## src/rtl/ir_key_tracker_if.sv

```systemverilog
// ---------------------------------------------------------------------------
// ir_key_tracker_if
//
// Bundles the signals between an IR frame receiver and the key tracker.
//
// Parameters
//    NUM_KEYS     width of the keys_n vector (1..16)
//
// Signals
//    frame_valid  receiver -> tracker   one-cycle strobe, frame_data is a new frame
//    frame_data   receiver -> tracker   32-bit received frame, only [15:0] is used
//    repeat_valid receiver -> tracker   one-cycle strobe, "key still held" code seen
//    keys_n       tracker  -> receiver  active-low one-hot held key, all ones if none
//    key_idx      tracker  -> receiver  index of the current or last pressed key
//    key_press    tracker  -> receiver  one-cycle pulse when a new key goes down
//    key_release  tracker  -> receiver  one-cycle pulse when the held key goes up
//    code_err     tracker  -> receiver  one-cycle pulse on an unrecognised frame
//
// Modports
//    master  the frame source side (drives strobes, observes key state)
//    slave   the tracker side
// ---------------------------------------------------------------------------
interface ir_key_tracker_if #(
   parameter int NUM_KEYS = 16
);

   logic                frame_valid;
   logic [31:0]         frame_data;
   logic                repeat_valid;
   logic [NUM_KEYS-1:0] keys_n;
   logic [3:0]          key_idx;
   logic                key_press;
   logic                key_release;
   logic                code_err;

   modport master (
      output frame_valid,
      output frame_data,
      output repeat_valid,
      input  keys_n,
      input  key_idx,
      input  key_press,
      input  key_release,
      input  code_err
   );

   modport slave (
      input  frame_valid,
      input  frame_data,
      input  repeat_valid,
      output keys_n,
      output key_idx,
      output key_press,
      output key_release,
      output code_err
   );

endinterface

```

## src/rtl/ir_key_tracker.sv

```systemverilog
// ---------------------------------------------------------------------------
// ir_key_tracker
//
// Turns decoded IR remote frames into a "currently held key" indication.
// A recognised frame presses a key; the key stays down while repeat codes
// (or the same frame) keep arriving, and is released HOLD_CYCLES clocks after
// the last refresh. A different recognised key replaces the held one in a
// single cycle, and an unrecognised frame releases whatever is held.
//
// Parameters
//    NUM_KEYS     number of decoded keys (1..16)
//    CODE_PREFIX  required value of frame_data[15:8]
//    HOLD_CYCLES  clocks a key stays asserted after its last refresh (>= 2)
//    CNT_W        hold counter width, 2**CNT_W must exceed HOLD_CYCLES
//
// Ports
//    clk          system clock, everything on the rising edge
//    reset        synchronous, active-high; wins over any same-cycle strobe
//    bus          ir_key_tracker_if slave modport (strobes in, key state out)
//
// All outputs are registered and appear one cycle after the causing strobe.
// ---------------------------------------------------------------------------
module ir_key_tracker #(
   parameter int          NUM_KEYS    = 16,
   parameter logic [7:0]  CODE_PREFIX = 8'h57,
   parameter int          HOLD_CYCLES = 5_000_000,
   parameter int          CNT_W       = 24
) (
   input  logic            clk,
   input  logic            reset,
   ir_key_tracker_if.slave bus
);

   typedef enum logic {
      IDLE = 1'b0,
      HELD = 1'b1
   } state_t;

   localparam logic [CNT_W-1:0]    RELOAD  = CNT_W'(HOLD_CYCLES - 1);
   localparam logic [NUM_KEYS-1:0] ALL_OFF = '1;

   state_t              state;
   state_t              state_nxt;
   logic [CNT_W-1:0]    cnt;
   logic [CNT_W-1:0]    cnt_nxt;
   logic [NUM_KEYS-1:0] keys_n_r;
   logic [NUM_KEYS-1:0] keys_n_nxt;
   logic [3:0]          idx_r;
   logic [3:0]          idx_nxt;
   logic                press_r;
   logic                press_nxt;
   logic                release_r;
   logic                release_nxt;
   logic                err_r;
   logic                err_nxt;

   logic                lut_hit;
   logic [3:0]          lut_idx;
   logic                frame_known;
   logic [NUM_KEYS-1:0] lut_keys_n;

   // The upper half of the frame carries the inverted command and address
   // copies, which the receiver has already validated; they are not needed.
   logic unused_frame_hi;
   assign unused_frame_hi = ^bus.frame_data[31:16];

   // Command byte lookup. Every valid command ends in nibble F; the upper
   // nibble encodes the key. Anything outside the table is an unknown code.
   always_comb begin
      lut_hit = 1'b1;
      lut_idx = 4'd0;
      case (bus.frame_data[7:0])
         8'h2F:   lut_idx = 4'd0;
         8'h7F:   lut_idx = 4'd1;
         8'hBF:   lut_idx = 4'd2;
         8'h3F:   lut_idx = 4'd3;
         8'hDF:   lut_idx = 4'd4;
         8'h5F:   lut_idx = 4'd5;
         8'h9F:   lut_idx = 4'd6;
         8'h1F:   lut_idx = 4'd7;
         8'hEF:   lut_idx = 4'd8;
         8'h6F:   lut_idx = 4'd9;
         8'h0F:   lut_idx = 4'd10;
         8'hAF:   lut_idx = 4'd11;
         8'hCF:   lut_idx = 4'd12;
         8'h4F:   lut_idx = 4'd13;
         8'h8F:   lut_idx = 4'd14;
         8'hFF:   lut_idx = 4'd15;
         default: lut_hit = 1'b0;
      endcase
   end

   // A frame only counts as a key when the prefix matches, the command is in
   // the table and the decoded index exists in this build (smaller NUM_KEYS
   // builds treat the upper table entries as unknown codes).
   always_comb begin
      frame_known = (bus.frame_data[15:8] == CODE_PREFIX) && lut_hit
                    && (int'(lut_idx) < NUM_KEYS);
      lut_keys_n  = ~(NUM_KEYS'(1) << lut_idx);
   end

   // Next-state and next-output logic. Refreshes (repeat code or the same
   // key again) reload the hold counter and take priority over the expiry
   // check, so a refresh landing exactly on counter==0 never releases.
   // frame_valid is examined before repeat_valid, so a repeat strobe in the
   // same cycle as a frame is simply dropped.
   always_comb begin
      state_nxt   = state;
      cnt_nxt     = cnt;
      keys_n_nxt  = keys_n_r;
      idx_nxt     = idx_r;
      press_nxt   = 1'b0;
      release_nxt = 1'b0;
      err_nxt     = 1'b0;

      unique case (state)
         IDLE: begin
            if (bus.frame_valid) begin
               if (frame_known) begin
                  state_nxt  = HELD;
                  idx_nxt    = lut_idx;
                  keys_n_nxt = lut_keys_n;
                  press_nxt  = 1'b1;
                  cnt_nxt    = RELOAD;
               end else begin
                  err_nxt = 1'b1;
               end
            end
         end

         HELD: begin
            if (bus.frame_valid) begin
               if (frame_known) begin
                  cnt_nxt = RELOAD;
                  if (lut_idx != idx_r) begin
                     idx_nxt     = lut_idx;
                     keys_n_nxt  = lut_keys_n;
                     press_nxt   = 1'b1;
                     release_nxt = 1'b1;
                  end
               end else begin
                  state_nxt   = IDLE;
                  keys_n_nxt  = ALL_OFF;
                  release_nxt = 1'b1;
                  err_nxt     = 1'b1;
                  cnt_nxt     = '0;
               end
            end else if (bus.repeat_valid) begin
               cnt_nxt = RELOAD;
            end else if (cnt == '0) begin
               state_nxt   = IDLE;
               keys_n_nxt  = ALL_OFF;
               release_nxt = 1'b1;
            end else begin
               cnt_nxt = cnt - 1'b1;
            end
         end

         default: begin
            state_nxt  = IDLE;
            keys_n_nxt = ALL_OFF;
         end
      endcase
   end

   // State and output registers. Reset drops a held key silently: no release
   // pulse is produced, the key simply disappears from keys_n.
   always_ff @(posedge clk) begin
      if (reset) begin
         state     <= IDLE;
         cnt       <= '0;
         keys_n_r  <= ALL_OFF;
         idx_r     <= 4'd0;
         press_r   <= 1'b0;
         release_r <= 1'b0;
         err_r     <= 1'b0;
      end else begin
         state     <= state_nxt;
         cnt       <= cnt_nxt;
         keys_n_r  <= keys_n_nxt;
         idx_r     <= idx_nxt;
         press_r   <= press_nxt;
         release_r <= release_nxt;
         err_r     <= err_nxt;
      end
   end

   assign bus.keys_n      = keys_n_r;
   assign bus.key_idx     = idx_r;
   assign bus.key_press   = press_r;
   assign bus.key_release = release_r;
   assign bus.code_err    = err_r;

endmodule

```

## src/flat_wrapper.sv

```systemverilog
// flat-port wrapper written by rule: the top's interface ports become plain ports
module ir_key_tracker_flat 
#(
   parameter int          NUM_KEYS    = 16,
   parameter logic [7:0]  CODE_PREFIX = 8'h57,
   parameter int          HOLD_CYCLES = 5_000_000,
   parameter int          CNT_W       = 24
)
  (clk, reset, bus_frame_valid, bus_frame_data, bus_repeat_valid, bus_keys_n, bus_key_idx, bus_key_press, bus_key_release, bus_code_err);
  ir_key_tracker_if #(.NUM_KEYS(NUM_KEYS)) bus_i ();
  input  logic clk;
  input  logic reset;
  input wire logic [$bits(bus_i.frame_valid)-1:0] bus_frame_valid;
  input wire logic [$bits(bus_i.frame_data)-1:0] bus_frame_data;
  input wire logic [$bits(bus_i.repeat_valid)-1:0] bus_repeat_valid;
  output wire logic [$bits(bus_i.keys_n)-1:0] bus_keys_n;
  output wire logic [$bits(bus_i.key_idx)-1:0] bus_key_idx;
  output wire logic [$bits(bus_i.key_press)-1:0] bus_key_press;
  output wire logic [$bits(bus_i.key_release)-1:0] bus_key_release;
  output wire logic [$bits(bus_i.code_err)-1:0] bus_code_err;
  assign bus_i.frame_valid = bus_frame_valid;
  assign bus_i.frame_data = bus_frame_data;
  assign bus_i.repeat_valid = bus_repeat_valid;
  assign bus_keys_n = bus_i.keys_n;
  assign bus_key_idx = bus_i.key_idx;
  assign bus_key_press = bus_i.key_press;
  assign bus_key_release = bus_i.key_release;
  assign bus_code_err = bus_i.code_err;
  ir_key_tracker #(.NUM_KEYS(NUM_KEYS), .CODE_PREFIX(CODE_PREFIX), .HOLD_CYCLES(HOLD_CYCLES), .CNT_W(CNT_W)) u_core (.clk(clk), .reset(reset), .bus(bus_i));
endmodule
```

## config.mk

```make
export PLATFORM = sky130hd
export DESIGN_NAME = ir_key_tracker_flat
export DESIGN_NICKNAME = d
export VERILOG_FILES = /design/src/rtl/ir_key_tracker_if.sv /design/src/rtl/ir_key_tracker.sv /design/src/flat_wrapper.sv
export SDC_FILE = /design/constraint.sdc
export NUM_CORES = 1
export LEC_CHECK = 0
export ABC_AREA = 1
export CORE_MARGIN = 2
export CORE_UTILIZATION = 50
export CTS_BUF_LIST = sky130_fd_sc_hd__clkbuf_2 sky130_fd_sc_hd__clkbuf_4 sky130_fd_sc_hd__clkbuf_8
export CTS_CLUSTER_DIAMETER = 30
export CTS_CLUSTER_SIZE = 24
export DETAILED_ROUTE_END_ITERATION = 16
export GPL_TIMING_DRIVEN = 0
export PLACE_DENSITY = 0.75
export SLEW_MARGIN = 30
export SYNTH_ARGS = -nofsm -noshare
export SYNTH_HDL_FRONTEND = slang
export SYNTH_SLANG_ARGS = --single-unit
```

## constraint.sdc

```tcl
create_clock -name clk -period 3.89 [get_ports clk]
set_input_delay 0.778 -clock clk [delete_from_list [all_inputs] [get_ports clk]]
set_output_delay 0.778 -clock clk [all_outputs]
set_load 0.01 [all_outputs]
```

-- After elaboration in Yosys (flattened, before gate mapping)
Cells that the tools add are included.
- bits in registers: 48
- latch bits: 0
- bits in writable memories: 0
- ROM bits: 0
- input port bits: 36
- output and inout bits: 23
- logic and storage cells: 85
- memories kept: 0
- $add $sub $neg: 1
- $mul: 0
- div/mod/pow operators: 0
- order comparisons: 0
- eq/ne operators: 27
- shift operators: 1
- multiplexer cells: 38
- bitwise operators: 3
- reductions and logical operators: 8
- operator list (kind ; number):
    24-bit 2-to-1 mux ; 5
    16-bit 2-to-1 mux ; 7
    8-bit == test, second input constant ; 8
    4-bit case mux with 15 select lines ; 1
    24-bit case mux with 2 select lines ; 1
    8-bit by 7-bit == test with 1-bit output, second input constant ; 5
    16-bit case mux with 2 select lines ; 1
    24-bit logical NOT ; 1
    24-bit by 1-bit subtractor with 24-bit output, second input constant ; 1
    23-bit 2-to-1 mux ; 1
    4-bit 2-to-1 mux ; 5
    8-bit by 6-bit == test with 1-bit output, second input constant ; 2
    16-bit inverter ; 1
    16-bit OR reduction ; 1
    1-bit by 4-bit left shift with 16-bit output, first input constant ; 1
    1-bit 2-to-1 mux ; 14
    5-bit AND reduction ; 2
    8-bit by 4-bit == test with 1-bit output, second input constant ; 1
    8-bit by 5-bit == test with 1-bit output, second input constant ; 1
    2-bit != test, second input constant ; 4
    4-bit != test, second input constant ; 2
    4-bit case mux with 2 select lines ; 1
    3-bit != test, second input constant ; 2
    4-bit != test ; 1
    other kinds (6) ; 9

-- Longest topological paths before layout
- depth in word-level cells: 8
- mapped depth: 15
- mapped depth without buffers: 15

-- Least setup slack after synthesis
OpenSTA, ideal clock, no wires.
- path kind: in2reg
- start point: in bus_frame_data[1]
- end point: reg u_core.keys_n_r[0] (netlist: u_core.bus.keys_n[0])
- library setup time: 0.134 ns
- arrival time: 2.101 ns
- data required time: 3.756 ns
- path slack: 1.655 ns
- cell stages on the path: 11
- path buffers: 2
- cell sequence: nand2_1 nor2_4 buf_6 nand4_1 nand4_1 nand2_1 nor2_4 nand4_4 buf_2 nand3_1 nand3_1
- longest elaborated chain between the ends: 8
- elaborated cells on any way between the ends: 32
- those cells by class: eq/ne: 19; shift: 1; mux: 8; bitwise: 1; reduce/logical: 3
- ends and longest elaborated chain (item ; line ; text):
    start, declared ; flat_wrapper.sv:14 ; input wire logic [$bits(bus_i.frame_data)-1:0] bus_frame_data;
    8-bit == test (tied with other cells) ; ir_key_tracker.sv:72 ; case (bus.frame_data[7:0])
    4-bit case mux with 15 select lines ; ir_key_tracker.sv:72 ;
    1-bit by 4-bit left shift with 16-bit output ; ir_key_tracker.sv:99 ; lut_keys_n = ~(NUM_KEYS'(1) << lut_idx);
    16-bit inverter ; ir_key_tracker.sv:99 ;
    16-bit 2-to-1 mux ; ir_key_tracker.sv:135 ; if (lut_idx != idx_r) begin
    16-bit 2-to-1 mux ; ir_key_tracker.sv:133 ; if (frame_known) begin
    16-bit 2-to-1 mux ; ir_key_tracker.sv:132 ; if (bus.frame_valid) begin
    16-bit case mux with 2 select lines ; ir_key_tracker.sv:116 ; unique case (state)
    end signal, assigned ; ir_key_tracker.sv:180 ; keys_n_r <= keys_n_nxt;
    end, declared ; ir_key_tracker.sv:46 ; logic [NUM_KEYS-1:0] keys_n_r;
Several ways; a longest one is shown, not always the timed one. The select of a mux whose other input is x is not followed.
A chain may end at the register's enable or synchronous reset.

-- Worst setup path in the final report
- start point: in bus_frame_data[1]
- end point: reg u_core.cnt[2]
- longest elaborated chain between the ends: 7
- elaborated cells on any way between the ends: 24
- those cells by class: eq/ne: 17; mux: 4; reduce/logical: 3
- ends and longest elaborated chain (item ; line ; text):
    8-bit by 6-bit == test with 1-bit output (tied with other cells) ; ir_key_tracker.sv:72 ;
    16-bit OR reduction (no source line) * ; - ;
    1-bit 2-to-1 mux * ; ir_key_tracker.sv:72 ;
    1-bit logical AND * ; ir_key_tracker.sv:97 ; frame_known = (bus.frame_data[15:8] == CODE_PREFIX) && lut_hit
    23-bit 2-to-1 mux ; ir_key_tracker.sv:133 ;
    24-bit 2-to-1 mux ; ir_key_tracker.sv:132 ;
    24-bit case mux with 2 select lines ; ir_key_tracker.sv:116 ;
    end signal, assigned ; ir_key_tracker.sv:179 ; cnt <= cnt_nxt;
    end, declared ; ir_key_tracker.sv:44 ; logic [CNT_W-1:0] cnt;
Mark *: on every way between the ends. The rest lies on a longest branch, timed or not.

==> metrics.txt <==
status=completed; gpl congestion=just under 0.9; VDD IR-drop max=approximately 0.00017 V; WL per Instance=12.4 um; grt met2 use=0.355; share of post-route cells with drive strength above 1=0.0954; ANT cells=0; DP HPWL=roughly 5500 um; Num Clock Sinks=48; Core Footprint=~5500 um^2; Worst Tran Pin Value=about 0.52 ns; initial antenna violation count=0; DRT iter0 DRCs=~270; DRT Wirelength=7150 um; Max-slew headroom=0.651; unrepaired setup endpoints after global routing=no; Synth Register Bits=48; Nets=539; clk buf depth=2; HP Class=reg -> reg; Data required, critical path=4.13 ns; CTS buffer count=5; Global Route met1 Usage=0.349; drt drc=0; gr usage total=0.238; GRT overflow=0; reg2reg start=u_core.cnt[0]; post-route minimum period=between 2 and 3 ns; warnings from Yosys=0; Max Cap Viol=0; cell depth of the worst flop-to-flop path=14; Setup TNS=0 ns; GRT met3 Usage=0.0360; maximum clock frequency=around 370 MHz; R2R Setup Slk=1.48 ns; Final Cycle Share=0.702; Leak Pwr=approximately 1.6 nW; pwr dens=254 nW/um^2; root buf cell=clkbuf_8; first-pass GRT wire length=12300 um; Pins Over Slew Limit=0; worst skew pair latency=slightly above 0.3 ns; Worst Setup End Kind=register; post-cts hold buffer count=0; CTS resizes=0; I/O pin total=between 50 and 60; worst endpoint data arrival time=2.97 ns; TritonRoute pass-1 iters=5; CTS tree=built; Final ANT Viol Nets=0; Via density=about 5.4; Netlist cell types=33; post-route clock skew=~0.007 ns; Syn Inst Count=454; vias in the first global route=roughly 2700; Cell Area, Synth=2900 um^2; RR Endpoint=u_core.cnt[18]; crit path kind=in -> reg; die outline height=between 80 and 90 um; Startpoint Class=input pin; Rows=27; GR peak layer=met2; Area Overhead vs Synth=20.6%; Die ar.=between 6000 and 7000 um^2; Worst Hold End=u_core.bus.keys_n[9]; Hold Path Depth=2; final core occ=0.632; IO buf count=41; Die W=approximately 80 um; H-tree Lvls=2; Mapped Avg Cell Area=6.39 um^2; hold wc startpoint=u_core.bus.keys_n[9]; Reg clk slew, reported paths=roughly 0.090 ns; Mapped Nets=491; Post-CTS Setup Inserts=0; Final Hold Viols=0; Initial Util=0.524; total number of vias=between 3000 and 4000; Seq/Total Area, Yosys=0.331; worst-path maximum fanout=10; final setup fails=0; largest net degree at the start of global routing=16
[synthesized netlist by cell type]
master,count,area share
nand2_1,98,0.13
nor2_1,69,0.089
nand3_1,62,0.11
dfxtp_1,48,0.33
inv_1,43,0.056
o21ai_0,26,0.045
a21oi_1,23,0.040
nor3_1,14,0.024
nor2_2,7,0.015
nand2_2,6,0.013
buf_2,5,0.0086
nand4_1,5,0.011
a31oi_1,4,0.0086
inv_2,4,0.0052
nand3_2,4,0.014
nand3b_1,4,0.010
nor2_4,4,0.016
o31ai_1,4,0.010
nor4_1,3,0.0065
xor2_1,3,0.0091
buf_1,2,0.0026
buf_6,2,0.0078
clkbuf_1,2,0.0026
o21ai_2,2,0.0060
or2_2,2,0.0043
a211oi_1,1,0.0026
a21boi_0,1,0.0026
a21oi_4,1,0.0056
buf_4,1,0.0026
ha_1,1,0.0043
nand2_4,1,0.0039
nand4_4,1,0.0073
o21a_1,1,0.0026
[per-stage QoR]
step	std cells	setup WS, ns	total power [mW]	hold slack, ns	cell area, um^2
3_5_place_dp	567	0.831	0.579	0.444	3400
5_1_grt	575	0.920	0.921	0.488	3500
3_3_place_gp	567	0.877	0.579	0.438	3400
4_1_cts	575	1.15	0.892	0.467	3500
6_report	575	1.16	0.888	0.462	3500
2_1_floorplan	454	1.66	0.546	0.443	2900
[final cells by class]
type / count / area [um^2]
buffer: 12 / 70.1
clock buffer: 6 / 82.6
clock inverter: 2 / 15.0
fill: 519 / 2040
inverter: 47 / 176
multi-input combinational: 347 / 1690
sequential: 48 / 961
tap: 72 / 90.1
timing repair buffer: 41 / 410
[layer usage]
| metal | vias to the layer above | share of wire |
|---|---|---|
| li1 | 1589 | - |
| met1 | 1396 | 0.51 |
| met2 | 109 | 0.42 |
| met3 | 12 | 0.053 |
| met4 | 0 | 0.014 |
| met5 | - | 0 |
[cells in the final DEF, fill, tap and decap left out, types with 2 or more instances in the layout]
master           instances
nor2_1                  69
clkdlybuf4s50_1         41
inv_2                    4
clkinvlp_4               2
nor2_4                   4
nand2_1                 98
nand3_2                  4
inv_1                   43
nand3b_1                 4
buf_1                    2
nand2_2                  6
nand4_1                  5
nand3_1                 62
nor4_1                   3
nor3_1                  14
a31oi_1                  4
o21ai_2                  2
o21ai_0                 26
buf_6                    2
clkbuf_8                 6
nor2_2                   7
a21oi_1                 23
o31ai_1                  4
xor2_1                   3
dfxtp_1                 48
or2_2                    2
clkbuf_1                 2
buf_2                    5
[worst max path at each step]
stage / start / endpoint / slack, ns / cells after the start
3_5_place_dp: bus_frame_data[1] / u_core.cnt[2] / 0.83 / 10
4_1_cts: bus_frame_data[1] / u_core.cnt[3] / 1.15 / 10
2_1_floorplan: bus_frame_data[1] / u_core.bus.keys_n[0] / 1.66 / 11
5_1_grt: bus_frame_data[1] / u_core.cnt[23] / 0.92 / 10
3_3_place_gp: bus_frame_data[1] / u_core.cnt[9] / 0.88 / 10
6_report: bus_frame_data[1] / u_core.cnt[2] / 1.16 / 10
[worst max-delay path: stages]
cell	delay, ns
clkdlybuf4s50_1	0.45
nand2_1	0.08
nor2_4	0.25
nand3_2	0.17
nor2_4	0.24
nor2_2	0.12
nor2_2	0.30
buf_2	0.30
o21ai_0	0.12
a21oi_1	0.16
[logic make-up (layout without fill, tap and decap cells)]
kind of cell             count (synthesis)  count (layout)  share of synthesized area
XOR/XNOR                                 3               3                    0.00906
adder cells (fa/ha/maj)                  1               1                    0.00431
AND/OR/NAND/NOR                        280             280                      0.448
buffers and inverters                   59             108                     0.0849
flip-flops                              48              48                      0.331
AO/OA/AOI/OAI                           63              63                      0.123
[sequential cells by signal, indices dropped and copies added (netlist names)]
register	count
u_core.bus.key_press	1
u_core.cnt	24
u_core.bus.key_idx	4
u_core.bus.keys_n	16
u_core.state	1
u_core.bus.code_err	1
u_core.bus.key_release	1
[power by group]
| group | internal, mW | leakage (nW) | switching [mW] |
|---|---|---|---|
| combinational | 0.0307 | 1.19 | 0.0463 |
| sequential | 0.491 | 0.387 | 0.000200 |
| clock | 0.144 | 0.0434 | 0.175 |
No activity file was read; power rests on OpenSTA's default activity.
